==> config.mk <==
export PLATFORM = sky130hd
export DESIGN_NAME = rails_scheduler
export DESIGN_NICKNAME = d
export VERILOG_FILES = /design/src/rtl/rails_scheduler.sv
export SDC_FILE = /design/constraint.sdc
export NUM_CORES = 1
export LEC_CHECK = 0
export ABC_AREA = 1
export CAP_MARGIN = 20
export CELL_PAD_IN_SITES_DETAIL_PLACEMENT = 0
export CELL_PAD_IN_SITES_GLOBAL_PLACEMENT = 1
export CORE_MARGIN = 1
export CORE_UTILIZATION = 40
export CTS_CLUSTER_SIZE = 16
export DETAILED_ROUTE_END_ITERATION = 8
export PLACE_DENSITY_LB_ADDON = 0.08
export SLEW_MARGIN = 20
export SYNTH_ARGS = -nofsm -noshare
export SYNTH_HDL_FRONTEND = slang
export SYNTH_SLANG_ARGS = --single-unit
==> constraint.sdc <==
create_clock -name clk -period 2.3 [get_ports clk]
set_clock_uncertainty 0.1 [all_clocks]
set_input_delay 0.46 -clock clk [delete_from_list [all_inputs] [get_ports clk]]
set_output_delay 0.46 -clock clk [all_outputs]
set_load 0.01 [all_outputs]
==> src/rtl/rails_scheduler.sv <==
// rails_scheduler: emits the push/pop stream that realises a required departure order through one station stack
// Ports: clk/reset (sync, active-high); number = car count N; data = departure order, one id per cycle;
// op_valid/op/op_car = one operation per cycle (op 1 = push, 0 = pop); done/result = end-of-job pulse and feasibility.
module rails_scheduler #(
    parameter int MAX_N = 10,
    parameter int DEPTH = 10
) (
    input  logic       clk,
    input  logic       reset,
    input  logic [3:0] number,
    input  logic [3:0] data,
    output logic       op_valid,
    output logic       op,
    output logic [3:0] op_car,
    output logic       done,
    output logic       result
);
    typedef enum logic [1:0] {LOAD_NUM, LOAD_DATA, RUN, FINISH} state_t;
    localparam logic [3:0] MAX_W = 4'(MAX_N);
    localparam logic [3:0] DEPTH_W = 4'(DEPTH);
    state_t     state_q, state_d;
    logic [3:0] n_q, n_d, idx_q, idx_d, sp_q, sp_d, nxt_q, nxt_d;
    // The stack is sized for the largest job; DEPTH only limits how far it may fill.
    logic [3:0] order_q [MAX_N];
    logic [3:0] order_d [MAX_N];
    logic [3:0] stack_q [MAX_N];
    logic [3:0] stack_d [MAX_N];
    logic       op_valid_q, op_valid_d, op_q, op_d, done_q, done_d, result_q, result_d;
    logic [3:0] op_car_q, op_car_d, top;
    assign top = stack_q[sp_q - 4'd1];
    always_comb begin
        state_d    = state_q;
        n_d        = n_q;
        idx_d      = idx_q;
        sp_d       = sp_q;
        nxt_d      = nxt_q;
        order_d    = order_q;
        stack_d    = stack_q;
        op_valid_d = 1'b0;
        op_d       = 1'b0;
        op_car_d   = 4'd0;
        done_d     = 1'b0;
        result_d   = 1'b0;
        case (state_q)
            LOAD_NUM: begin
                n_d = number;
                if (number == 4'd0 || number > MAX_W) begin
                    state_d = FINISH;
                    done_d  = 1'b1;
                end else begin
                    state_d = LOAD_DATA;
                end
            end
            LOAD_DATA: begin
                order_d[idx_q] = data;
                idx_d   = (idx_q == n_q - 4'd1) ? 4'd0 : idx_q + 4'd1;
                state_d = (idx_q == n_q - 4'd1) ? RUN : LOAD_DATA;
            end
            RUN: begin
                if (idx_q == n_q) begin
                    state_d  = FINISH;
                    done_d   = 1'b1;
                    result_d = 1'b1;
                end else if (sp_q != 4'd0 && top == order_q[idx_q]) begin
                    op_valid_d = 1'b1;
                    op_car_d   = top;
                    sp_d       = sp_q - 4'd1;
                    idx_d      = idx_q + 4'd1;
                end else if (nxt_q <= n_q && sp_q < DEPTH_W) begin
                    op_valid_d     = 1'b1;
                    op_d           = 1'b1;
                    op_car_d       = nxt_q;
                    stack_d[sp_q]  = nxt_q;
                    sp_d           = sp_q + 4'd1;
                    nxt_d          = nxt_q + 4'd1;
                end else begin
                    state_d = FINISH;
                    done_d  = 1'b1;
                end
            end
            default: begin
                sp_d    = 4'd0;
                idx_d   = 4'd0;
                nxt_d   = 4'd1;
                state_d = LOAD_NUM;
            end
        endcase
    end
    always_ff @(posedge clk) begin
        if (reset) begin
            state_q    <= LOAD_NUM;
            n_q        <= 4'd0;
            idx_q      <= 4'd0;
            sp_q       <= 4'd0;
            nxt_q      <= 4'd1;
            order_q    <= '{default: 4'd0};
            stack_q    <= '{default: 4'd0};
            op_valid_q <= 1'b0;
            op_q       <= 1'b0;
            op_car_q   <= 4'd0;
            done_q     <= 1'b0;
            result_q   <= 1'b0;
        end else begin
            state_q    <= state_d;
            n_q        <= n_d;
            idx_q      <= idx_d;
            sp_q       <= sp_d;
            nxt_q      <= nxt_d;
            order_q    <= order_d;
            stack_q    <= stack_d;
            op_valid_q <= op_valid_d;
            op_q       <= op_d;
            op_car_q   <= op_car_d;
            done_q     <= done_d;
            result_q   <= result_d;
        end
    end
    assign op_valid = op_valid_q;
    assign op       = op_q;
    assign op_car   = op_car_q;
    assign done     = done_q;
    assign result   = result_q;
endmodule

==> out/results.tsv, run 1 <==
stage	metric	value	unit
placed_design	placed cells	1033	
floorplan	die width	119	um
global_routing	largest net degree at the start of global routing	32	
routing	DR pass1 iterations	5	
floorplan	floorplan row count	42	
sta	Slew @ Worst Pin	640	ps
global_routing	first-pass GRT wire length	26.1	mm
status	failing checks	negative setup slack	
critical_path	Register-to-Register Path Depth	16	
layout	antenna fix cells	0	
synthesis	synth unique cells	36	
power_and_ir_drop	sequential share of power	26.1	%
synthesis	Synthesis Warnings	0	
floorplan	I/O pins	18	
placed_design	IO Port Bufs	17	
critical_path	most used cell, CP	buf_12	
power_and_ir_drop	Clk pwr share	20.7	%
layout	P&R area growth vs syn	33.3	%
critical_path	WP data arrival	2680	ps
clock_network	worst skew pair latency	350	ps
synthesis	Mapped Cells	821	
critical_path	Setup crit end kind	register	
global_routing	GRT Overall Usage	23.5	%
routing	final WL	16.7	mm
clock_network	TritonCTS Buffers	9	
status	outcome	complete, but fails checks	
critical_path	crit-path cells	inv_2 > ha_4 > buf_12 > nand3_1 > nand3_2 > nand3_4 > a21oi_4 > nor2_4 > nand3_4 > nand2_4 > nor2_4 > buf_12 > buf_12 > buf_6 > nand3_2 > a21oi_1	
floorplan	starting density of the core	41.2	%
sta	Final Max Slew Viols	0	
run	Max Cap Viol	0	
power_and_ir_drop	leakage power	2.95	nW
clock_network	CTS root buf	clkbuf_16	
synthesis	FF+latch count, synth	106	
power_and_ir_drop	Power Dens Cells	1120	nW/um2
sta	setup ws final	-200	ps
critical_path	worst-path maximum fanout	8	
layout	commonest non-fill, non-tap cell in the layout	nand2_1	
clock_network	Hold-fix buffers, CTS	0	
layout	Non-Filler Instances	1066	
global_routing	grt ovf	0	
critical_path	Worst setup SP type	register	
global_routing	initial antenna violation count	0	
synthesis	Syn Std Cell Area	5510	um2
critical_path	Critical Path RT	2480	ps
layout	leading cell types in the layout, fill and taps excluded	nand2_1, nor2_1, dfxtp_1, nand3_1, buf_4	
routing	Vias	5586	
routing	DRC viols	0	
layout	Filler cells	1338	
critical_path	number of cells on the critical path	16	
power_and_ir_drop	switch share	42.0	%
clock_network	clock-pin slew of the registers on the worst-case setup and hold paths	70	ps
synthesis	Mean Syn Cell Area	6.71	um2
critical_path	Critical-path top delay cell	dfxtp_2	
routing	ANT nets after route	0	
worst_hold_path	Hold Crit Depth	3	
layout	fraction of layout cells with a size suffix above 1	25.4	%
sta	Max Clock Freq	400	MHz
global_routing	vias in the first global route	5107	
sta	WHS	337	ps
clock_network	TritonCTS Sinks	106	
power_and_ir_drop	Gate power share	53.2	%
worst_hold_path	Worst Hold Class	primary input to register	
synthesis	Post-Syn Nets	849	
sta	setup_tns	-7120	ps
clock_network	CTS tree	yes	
synthesis	Seq/Total Area, Yosys	38.5	%
clock_network	CTS H-tree lvls	3	
routing	via/cell ratio	5.24	
sta	min Tclk post-route	2500	ps
critical_path	family with the most delay on the worst path	simple AND/OR/NAND/NOR gates	
critical_path	CP max stage delay	340	ps
sta	slew margin rel.	57.2	%
routing	routed length per instance	15.7	um
layout	post-layout util	55.0	%
sta	Tcrit/Tclk final	109	%
clock_network	CTS Buffer Depth	2	
floorplan	Die Span Y	119	um
sta	Setup-failing EPs final	58	
power_and_ir_drop	Int Pwr	0.00477	W
power_and_ir_drop	VDD IR-drop max	0.693	mV
routing	Starting DRT DRC Count	316	
placed_design	dpl ws	-242	ps
placed_design	DP HPWL	11.4	mm
power_and_ir_drop	sw power	0.00346	W
layout	final net count	913	
floorplan	die area	14200	um2
critical_path	Worst Path Buf+Inv	5	
floorplan	Core Region	13300	um2
placed_design	RePlAce Congestion	0.899	
sta	RSZ-0062 raised after global routing	true	
sta	final hold viol count	0	
critical_path	kind of critical path	register to register	
==> synth_stat cells, drive strengths merged <==
library cell  number  area share [%]
o211ai             3            0.41
xor2               9             1.4
buf               23             2.5
ha                18             4.1
nor3               1           0.091
dfxtp            106              39
xnor2              3            0.48
o21ai             59             5.4
nand4              7            0.80
o2111ai            1            0.16
clkinv             1           0.068
clkbuf            16             1.1
a21oi             58             5.3
a211oi             1            0.14
o21bai             1            0.14
a32oi              1            0.16
or2                5            0.57
nand2            201              14
inv               58             4.0
nand3            111              10
a22oi              2            0.27
nor4               1            0.11
a21boi             2            0.27
nor2             132             9.7
o22ai              1            0.11
==> per-stage QoR <==
stage | cell area [um2] | power [W]
6_report | 7340 | 0.00823
5_1_grt | 7340 | 0.00877
4_1_cts | 6740 | 0.00759
3_5_place_dp | 6210 | 0.00558
3_3_place_gp | 6210 | 0.00552
2_1_floorplan | 5570 | 0.00436
==> cell type report <==
class                      instances  area [um2]  share of cell area, %
inverter                          59         236                   3.22
timing repair buffer              92         871                   11.9
sequential                       106        2130                   29.0
clock inverter                     6        87.6                   1.19
tap                              176         220                   3.00
multi-input combinational        617        3560                   48.5
clock buffer                      10         239                   3.26
==> per-layer routing <==
layer  track usage (%)  wire length [um]  vias to the layer above
li1                  -                 -                     2790
met1              33.9              8260                     2650
met2              35.6              7510                      136
met3              4.84               795                       10
met4              5.55               170                        0
met5                 0                 0                        -
==> path summary, 6_finish.rpt <==
check / start / to / slack [ps]
setup / recovery: sp_q[0] / stack_q[36] / -200
hold / removal: reset / nxt_q[0] / 340
setup reg to reg: sp_q[0] / stack_q[36] / -200
hold reg to reg: order_q[0] / order_q[0] / 360
==> cells by family after synthesis <==
logic type               share of synthesized area (%)
AND/OR/NAND/NOR                                   35.5
AO/OA/AOI/OAI                                     12.3
flip-flops                                        38.5
buffers and inverters                             7.66
adder cells (fa/ha/maj)                           4.09
XOR/XNOR                                          1.91
==> registers in the layout, indices dropped and copies added, names as in the netlist, 2 cells and up <==
name,flops
idx_q,4
n_q,4
nxt_q,4
op_car,4
order_q,40
sp_q,4
stack_q,40
state_q,2
==> repair_timing <==
| action | in CTS | in global routing |
|---|---|---|
| buffers inserted | 7 | 8 |
| gates resized for setup | 26 | 120 |
| pin swaps | 7 | 56 |
| cloned | 1 | 2 |
| setup endpoints to repair | 59 | 61 |
==> worst min-delay path: stages <==
cell	delay, ps
buf_2	100
inv_1	110
nand3_2	90
==> power groups by stage <==
stage	registers [W]	logic (W)	clock network (W)
after floorplan	0.00218	0.00218	0
after global placement	0.00218	0.00334	0
after detailed placement	0.00218	0.00339	0
after CTS	0.00214	0.00370	0.00174
after global routing	0.00217	0.00477	0.00183
final	0.00215	0.00438	0.00170
Note: power is estimated with default switching activity, not from simulation.
==> run 2, diff against run 1 <==
--- a/config.mk
+++ b/config.mk
@@ -11,6 +11,7 @@
 export CELL_PAD_IN_SITES_GLOBAL_PLACEMENT = 1
 export CORE_MARGIN = 1
 export CORE_UTILIZATION = 40
+export CTS_CLUSTER_DIAMETER = 120
 export CTS_CLUSTER_SIZE = 16
 export DETAILED_ROUTE_END_ITERATION = 8
 export PLACE_DENSITY_LB_ADDON = 0.08
==> results of run 2 <==
The final DEF is identical to that of run 1; final timing and power are the same.
